File: src/rtl/chronospatial_core.sv
// Runtime-loadable 3-bit chronospatial machine: program and register A are
// shifted in over a write port, executed by a start/halt/error FSM.
module chronospatial_core #(
    parameter int unsigned REG_W      = 48,
    parameter int unsigned PROG_DEPTH = 16,
    parameter int unsigned CNT_W      = 8
) (
    input  logic             clk,
    input  logic             rst_n,
    input  logic             prog_clr,
    input  logic             prog_wr_en,
    input  logic [2:0]       prog_wr_data,
    input  logic             a_wr_en,
    input  logic [2:0]       a_wr_data,
    input  logic             start,
    output logic [2:0]       out_data,
    output logic             out_valid,
    input  logic             out_ready,
    output logic             busy,
    output logic             halted,
    output logic             error,
    output logic [CNT_W-1:0] out_count
);
    localparam int unsigned AW  = $clog2(PROG_DEPTH);
    localparam int unsigned IPW = AW + 1;
    localparam logic [REG_W-1:0] SHIFT_LIM = REG_W'(REG_W);
    localparam logic [IPW-1:0]   DEPTH_V   = IPW'(PROG_DEPTH);

    typedef enum logic [2:0] {
        S_IDLE, S_FETCH, S_EXEC, S_OUT_WAIT, S_HALT, S_ERROR
    } state_t;

    state_t           state_q, state_d;
    logic [REG_W-1:0] a_q, a_d, b_q, b_d, c_q, c_d;
    logic [IPW-1:0]   ip_q, ip_d, prog_len_q, prog_len_d;
    logic [2:0]       opc_q, opc_d, opr_q, opr_d, out_q, out_d;
    logic [CNT_W-1:0] cnt_q, cnt_d;
    logic [2:0]       prog_q [PROG_DEPTH];

    logic             prog_we;
    logic             load_ok;
    logic             bad_combo;
    logic [IPW:0]     ip_p1;
    logic [REG_W-1:0] combo;
    logic [REG_W-1:0] shifted;

    assign load_ok = (state_q == S_IDLE) || (state_q == S_HALT) || (state_q == S_ERROR);
    assign ip_p1   = {1'b0, ip_q} + (IPW+1)'(1);

    always_comb begin
        unique case (opr_q)
            3'd4:    combo = a_q;
            3'd5:    combo = b_q;
            3'd6:    combo = c_q;
            default: combo = REG_W'(opr_q);
        endcase
    end

    // Full-width shift amount; anything at or beyond the register width clears.
    assign shifted = (combo >= SHIFT_LIM) ? '0 : (a_q >> combo);

    // bxl, jnz and bxc take a literal or no operand, so operand 7 is legal there.
    assign bad_combo = (opr_q == 3'd7) && !(opc_q == 3'd1 || opc_q == 3'd3 || opc_q == 3'd4);

    always_ff @(posedge clk) begin
        if (!rst_n) begin
            state_q    <= S_IDLE;
            a_q        <= '0;
            b_q        <= '0;
            c_q        <= '0;
            ip_q       <= '0;
            prog_len_q <= '0;
            opc_q      <= '0;
            opr_q      <= '0;
            out_q      <= '0;
            cnt_q      <= '0;
        end else begin
            state_q    <= state_d;
            a_q        <= a_d;
            b_q        <= b_d;
            c_q        <= c_d;
            ip_q       <= ip_d;
            prog_len_q <= prog_len_d;
            opc_q      <= opc_d;
            opr_q      <= opr_d;
            out_q      <= out_d;
            cnt_q      <= cnt_d;
        end
    end

    always_ff @(posedge clk) begin
        if (rst_n && prog_we) begin
            prog_q[prog_len_q[AW-1:0]] <= prog_wr_data;
        end
    end

    always_comb begin
        state_d    = state_q;
        a_d        = a_q;
        b_d        = b_q;
        c_d        = c_q;
        ip_d       = ip_q;
        prog_len_d = prog_len_q;
        opc_d      = opc_q;
        opr_d      = opr_q;
        out_d      = out_q;
        cnt_d      = cnt_q;
        prog_we    = 1'b0;

        unique case (state_q)
            S_FETCH: begin
                if (ip_p1 >= {1'b0, prog_len_q}) begin
                    state_d = S_HALT;
                end else begin
                    opc_d   = prog_q[ip_q[AW-1:0]];
                    opr_d   = prog_q[ip_p1[AW-1:0]];
                    state_d = S_EXEC;
                end
            end
            S_EXEC: begin
                if (bad_combo) begin
                    state_d = S_ERROR;
                end else begin
                    ip_d    = ip_q + IPW'(2);
                    state_d = S_FETCH;
                    unique case (opc_q)
                        3'd0: a_d = shifted;
                        3'd1: b_d = b_q ^ REG_W'(opr_q);
                        3'd2: b_d = REG_W'(combo[2:0]);
                        3'd3: if (a_q != '0) ip_d = IPW'(opr_q);
                        3'd4: b_d = b_q ^ c_q;
                        3'd5: begin
                            out_d   = combo[2:0];
                            state_d = S_OUT_WAIT;
                        end
                        3'd6: b_d = shifted;
                        3'd7: c_d = shifted;
                        default: ;
                    endcase
                end
            end
            S_OUT_WAIT: begin
                if (out_ready) begin
                    cnt_d   = (cnt_q == '1) ? cnt_q : cnt_q + CNT_W'(1);
                    state_d = S_FETCH;
                end
            end
            default: begin
                // Loads land before start so a same-cycle start sees the new A.
                if (load_ok) begin
                    if (prog_clr) begin
                        prog_len_d = '0;
                    end else if (prog_wr_en && (prog_len_q != DEPTH_V)) begin
                        prog_we    = 1'b1;
                        prog_len_d = prog_len_q + IPW'(1);
                    end
                    if (a_wr_en) a_d = {a_q[REG_W-4:0], a_wr_data};
                    if (start) begin
                        ip_d    = '0;
                        b_d     = '0;
                        c_d     = '0;
                        cnt_d   = '0;
                        state_d = S_FETCH;
                    end
                end
            end
        endcase
    end

    always_comb begin
        busy      = (state_q == S_FETCH) || (state_q == S_EXEC) || (state_q == S_OUT_WAIT);
        halted    = (state_q == S_HALT);
        error     = (state_q == S_ERROR);
        out_valid = (state_q == S_OUT_WAIT);
        out_data  = out_q;
        out_count = cnt_q;
    end

endmodule

File: config.mk
export PLATFORM = sky130hd
export DESIGN_NAME = chronospatial_core
export DESIGN_NICKNAME = d
export VERILOG_FILES = /design/src/rtl/chronospatial_core.sv
export SDC_FILE = /design/constraint.sdc
export NUM_CORES = 1
export LEC_CHECK = 0
export CAP_MARGIN = 20
export CORE_MARGIN = 2
export CORE_UTILIZATION = 48
export DETAILED_ROUTE_END_ITERATION = 6
export HOLD_SLACK_MARGIN = 0.12
export PLACE_DENSITY_LB_ADDON = 0.15
export SLEW_MARGIN = 20
export SYNTH_ARGS = -nofsm -noshare
export SYNTH_HDL_FRONTEND = slang
export SYNTH_SLANG_ARGS = --single-unit
File: constraint.sdc
create_clock -name clk -period 5.7 [get_ports clk]
set_clock_uncertainty 0.15 [all_clocks]
set_input_delay 1.14 -clock clk [delete_from_list [all_inputs] [get_ports clk]]
set_output_delay 1.14 -clock clk [all_outputs]
set_load 0.02 [all_outputs]
==> Word level (Yosys, flattened, before mapping) <==
Memories as Yosys holds them, arrays and structs flattened. A register that Yosys moved wholly into a read port is not among the register bits.
Index checks and enable logic that the tools add are counted.
Widths: inputs -> output; s select.
{ "op_classes": {"addsub": 4, "order_cmp": 2, "eq_ne": 24, "shifts": 1, "n_mux": 41, "n_bitwise": 7, "n_reduce_logical": 35} }
{ "op_table": {"columns": ["op", "count"], "rows": [
  ["$mux 48", 10],
  ["$pmux 48 s2", 3],
  ["$pmux 48 s4", 1],
  ["$pmux 48 s3", 1],
  ["$ge 48x6->1 const B", 1],
  ["$reduce_bool 48->1", 1],
  ["$shr 48x48->48", 1],
  ["$xor 48x3->48", 1],
  ["$xor 48x48->48", 1],
  ["$mux 5", 7],
  ["$mux 8", 4],
  ["$eq 3x3->1 const B", 10],
  ["$reduce_and 5->1", 4],
  ["$pmux 8 s2", 1],
  ["$mux 3", 5],
  ["$eq 3x2->1 const B", 4],
  ["$reduce_bool 2->1", 6],
  ["$pmux 5 s2", 1],
  ["$pmux 3 s3", 1],
  ["$reduce_and 3->1", 3],
  ["$add 8x1->8 const B", 1],
  ["$eq 8x8->1 const B", 1],
  ["$reduce_bool 4->1", 2],
  ["$add 5x1->6 const B", 1],
  ["other kinds (19)", 43]
]} }
{ "word_totals": {"ff_bits": 168, "ramBits": 48, "out_inout_bits": 15, "wordCells": 123, "memories": 1} }
{ "mem_list": {"columns": ["name", "depth", "width", "read_ports", "rd_clocked_by_memory_dff", "wr", "line", "rtl"], "rows": [
  ["prog_q", 16, 3, 2, 2, 1, "38", "logic [2:0] prog_q [PROG_DEPTH];"]
]} }

==> Longest topological paths before layout <==
{ "depth": {"ltp_word": 9, "mapped_depth": 14} }

==> Worst setup path before layout <==
OpenSTA, ideal clock, no wires.
{ "synth_path": {"path_kind": "reg-to-reg", "start": "register ip_q[0]", "end": "register opc_q[0], read port of prog_q", "setup_ns": 0.128, "t_arrival_ns": 3.555, "t_required_ns": 5.422, "slack_ns": 1.868, "path_stages_with_launch": 14, "n_path_buf": 3, "path_cell_list": "dfxtp_1 clkbuf_1 clkbuf_1 clkbuf_1 nand2_1 xor2_1 inv_1 ha_1 nor2b_1 o21ai_0 nand2_1 nor4_2 mux2i_1 nor2_1"} }
{ "synth_via": {"elab_chain_len": 4} }
{ "synth_lines": {"columns": ["item", "line", "rtl"], "rows": [
  ["from (decl)", "35", "logic [IPW-1:0] ip_q, ip_d, prog_len_q, prog_len_d;"],
  ["from (signal assigned)", "82", "ip_q <= ip_d;"],
  ["$add 5x1->6", "48", "assign ip_p1 = {1'b0, ip_q} + (IPW+1)'(1);"],
  ["$ge 6x5->1", "112", "if (ip_p1 >= {1'b0, prog_len_q}) begin"],
  ["$not 1->1 (no line)", null, null],
  ["$reduce_and 2->1 (no line)", null, null],
  ["to (decl)", "36", "logic [2:0] opc_q, opc_d, opr_q, opr_d, out_q, out_d;"]
]} }
Parallel ways exist; a longest one is shown, timed or not.
A chain may end at the register's enable or synchronous reset.

==> Worst setup path after layout <==
{ "layout_path": {"start": "register opr_q[0], read port of prog_q", "end": "register b_q[17]"} }
{ "layout_via": {"elab_chain_len": 7, "elab_cells_between_ends": 14, "cone_classes": "order compare (1); eq/ne (5); shift (1); mux (5); reduce/logical (2)"} }
{ "layout_lines": {"columns": ["item", "line", "rtl"], "rows": [
  ["from (decl)", "36", null],
  ["$eq 3x3->1", "51", "unique case (opr_q)"],
  ["$pmux 48 s3", "51", null],
  ["$ge 48x6->1 / $shr 48x48->48 (equally long branches)", "60", "assign shifted = (combo >= SHIFT_LIM) ? '0 : (a_q >> combo);"],
  ["$mux 48", "60", null],
  ["$pmux 48 s4", "126", "unique case (opc_q)"],
  ["$mux 48", "121", "if (bad_combo) begin"],
  ["$pmux 48 s2", "110", "unique case (state_q)"],
  ["to (signal assigned)", "69", "b_q <= '0;"],
  ["to (signal assigned)", "80", "b_q <= b_d;"],
  ["to (decl)", "34", "logic [REG_W-1:0] a_q, a_d, b_q, b_d, c_q, c_d;"]
]} }
Parallel ways exist; a longest one is shown, timed or not. The select of a mux whose other input is x is not followed.

==> run summary <==
Final layout
* **most frequent cells in the layout** sky130_fd_sc_hd__nand2_1, sky130_fd_sc_hd__dfxtp_1, sky130_fd_sc_hd__o21ai_0
* **area occupied by registers** 4920 um2
* **post-layout net count** 1,838
* **most common cell after layout, fill and taps aside** sky130_fd_sc_hd__nand2_1
* **Cell Count, Final, Fillers Out** 2,229
* **number of diodes added for antenna fixing** 0
* **fraction of layout cells with a size suffix above 1** 9.71%
* **Syn-to-layout area delta** 8.74%
* **multi-input logic area** 9480 um2
* **layout filler cell count** 2,895

Routing
* **initial DRC count** 3,097
* **mean number of vias per cell** 7.28
* **DR DRC count** 0
* **antenna-violating nets left** 0
* **routed len/inst** 28.2 um
* **number of detailed-route iterations in the first pass** 7
* **WL final** 62,800 um
* **vias post-DR** 16,200

Timing
* **Fmax** 198 MHz
* **post-layout worst setup margin** 0.657 ns
* **number of slew-limit violations in the final report** 0
* **final number of hold-violating endpoints** 0
* **Hold WS** 0.335 ns
* **Slew Limit Headroom** 21.5%
* **shortest clock period the worst path allows after layout** 5.04 ns
* **TNS Setup** 0 ns
* **final setup violation count** 0
* **Least-Margin Pin Slew** 1.17 ns
* **unrepaired setup endpoints after global routing** no
* **fin crit share** 88.5%

Placement
* **Port Buffer Count** 27
* **number of placed instances with taps included** 2,181
* **RePlAce Congestion** 1.02
* **Post-Place Setup Slack** 0.950 ns
* **post-detail-place hpwl** 44,900 um

Floorplanning
* **Core ar.** 30,800 um2
* **Std-Cell Rows** 64
* **die boundary height** 181 um
* **# IOs** 28
* **floorplan die width** 181 um
* **Die ar.** 32,900 um2
* **starting density of the core** 49.0%

Synthesis
* **Post-synth EDFFs** 48
* **Synth Cell Area** 15,100 um2
* **Async S/R FF share, synth** 0%
* **nets in the synthesized netlist** 1,900
* **synthesized area per cell** 8.06 um2
* **most used flip-flop cell after synthesis** sky130_fd_sc_hd__dfxtp_1
* **gate count after technology mapping** 1,875
* **number of distinct library cells after synthesis** 93
* **Yosys reg bits** 222
* **Syn. warnings** 0
* **part of the Yosys area used for sequential elements** 32.6%

Clock tree
* **number of levels in the clock H-tree** 1
* **register clock-pin slew on the reported worst setup and hold paths** 0.06 ns
* **post-CTS repair timing setup buffer count** 0
* **later-pin clock latency in the skew report** 0.56 ns
* **TritonCTS buffer count** 26
* **clock tree root driver cell** sky130_fd_sc_hd__clkbuf_16
* **count of hold buffers inserted by post-cts repair** 0
* **clock tree from TritonCTS** built
* **Max clock buf depth** 3
* **TritonCTS Sinks** 222
* **# resized after CTS** 0

Worst setup path
* **critical path startpoint category** flop
* **worst r2r src** opr_q[0]
* **capturing point of the worst reg2reg path** b_q[17]
* **Worst EP arrival** 5.28 ns
* **Crit Path Max Fanout** 29
* **count of cells along the worst register-to-register path** 9
* **setup slack of the most critical reg-to-reg path** 0.66 ns
* **Setup Crit Path Kind** flop to flop
* **worst setup path startpoint** opr_q[0]
* **endpoint class of the critical path** flop
* **capture point of the worst path** b_q[17]
* **required time at the worst-slack endpoint** 5.94 ns

Power and ir drop
* **IR Drop Worst-Case VDD** 0.000251 V
* **leakage power summed over all cells** 5.47 nW
* **total power consumption of the routed design** 0.00405 W
* **power density of the placed cells** 246 nW/um2

Min path
* **type of the worst min-delay path** flop to flop

Global route
* **antenna violations before repair** 1
* **total congestion overflow** 0
* **pin count of the biggest net entering global routing** 79
* **number of global-route vias before repair** 14,800
* **global router's overall resource usage** 37.0%
* **global-route wire length before repair** 93,900 um

Run
* **Max-cap violations** 0

Run status
* **result of the run** completed

[metal layers]
layer / share of wire [%] / global-route usage [%]
met1: 40 / 51.4
met2: 42 / 54.4
met3: 12 / 8.20
met4: 5.7 / 18.0
met5: 0.016 / 0
[state kept, by name, indices dropped and copies added, names as in the netlist]
name	cells
a_q	48
b_q	48
c_q	48
prog_q	48
out_count	8
ip_q	5
prog_len_q	5
opc_q	3
opr_q	3
out_data	3
state_q	3
[logic make-up after synthesis]
family,Yosys count,synth area share [%]
AO/OA/AOI/OAI,600,26.4
adder cells (fa/ha/maj),12,0.993
buffers and inverters,171,5.07
XOR/XNOR,32,1.85
flip-flops,222,32.6
multiplexers,97,9.16
AND/OR/NAND/NOR,741,23.9
[power by group]
part / total (W) / internal [W] / leakage (nW) / switching, W
Sequential: 0.00174 / 0.00164 / 1.84 / 0.000104
Clock: 0.00176 / 0.00105 / 0.440 / 0.000717
Combinational: 0.000539 / 0.000163 / 3.19 / 0.000376
Total: 0.00405 / 0.00285 / 5.47 / 0.00120
[how the worst min path moves through the flow]
stage	start	endpoint	slack (ns)	cells past startpoint
after floorplan	c_q[4]	c_q[4]	0.31	2
after global placement	c_q[33]	c_q[33]	0.32	2
after detailed placement	b_q[32]	b_q[32]	0.33	2
after CTS	b_q[32]	b_q[32]	0.33	2
after global routing	c_q[33]	c_q[33]	0.36	2
final	b_q[32]	b_q[32]	0.33	2
[area by class of cell]
class	count	area share, %
timing repair buffer	66	3.47
clock buffer	29	4.15
sequential	222	30.0
multi-input combinational	1482	57.7
clock inverter	19	1.35
tap	396	3.01
inverter	15	0.343
[synth_stat cells (19+ instances only)]
library cell,number,share of area [%]
sky130_fd_sc_hd__nor3_1,47,1.6
sky130_fd_sc_hd__nor4_1,35,1.4
sky130_fd_sc_hd__nand4_1,29,1.2
sky130_fd_sc_hd__a22oi_1,22,1.1
sky130_fd_sc_hd__a211oi_1,30,1.5
sky130_fd_sc_hd__buf_2,37,1.2
sky130_fd_sc_hd__mux2i_1,48,3.2
sky130_fd_sc_hd__nor2_1,154,3.8
sky130_fd_sc_hd__nand3_1,149,4.9
sky130_fd_sc_hd__a31oi_1,30,1.2
sky130_fd_sc_hd__a21oi_1,128,4.2
sky130_fd_sc_hd__o211ai_1,22,1.1
sky130_fd_sc_hd__dfxtp_1,174,23
sky130_fd_sc_hd__nand2_1,199,4.9
sky130_fd_sc_hd__and3_1,30,1.2
sky130_fd_sc_hd__o21ai_0,162,5.4
sky130_fd_sc_hd__xnor2_1,19,1.1
sky130_fd_sc_hd__clkbuf_1,93,2.3
sky130_fd_sc_hd__edfxtp_1,48,9.5
sky130_fd_sc_hd__mux4_2,30,4.5
[stage by stage]
step / utilization [%] / cell area (um2)
after global routing: 53.3 / 16400
after floorplan: - / 15100
after detailed placement: 50.4 / 15500
after CTS: 53.3 / 16400
after global placement: 50.4 / 15500
final: 53.3 / 16400
[critical path, cell delays in order (launching register included)]
cell and delay, ns:
sky130_fd_sc_hd__dfxtp_1 0.67, sky130_fd_sc_hd__nor2b_1 0.75, sky130_fd_sc_hd__a32oi_4 0.53, sky130_fd_sc_hd__nor3_1 1.00, sky130_fd_sc_hd__nand3_1 0.30, sky130_fd_sc_hd__a41oi_1 0.35
sky130_fd_sc_hd__a311oi_1 0.16, sky130_fd_sc_hd__a31oi_1 0.68, sky130_fd_sc_hd__o21a_1 0.22, sky130_fd_sc_hd__nor3_1 0.04
(Power assumes the default switching activity.)
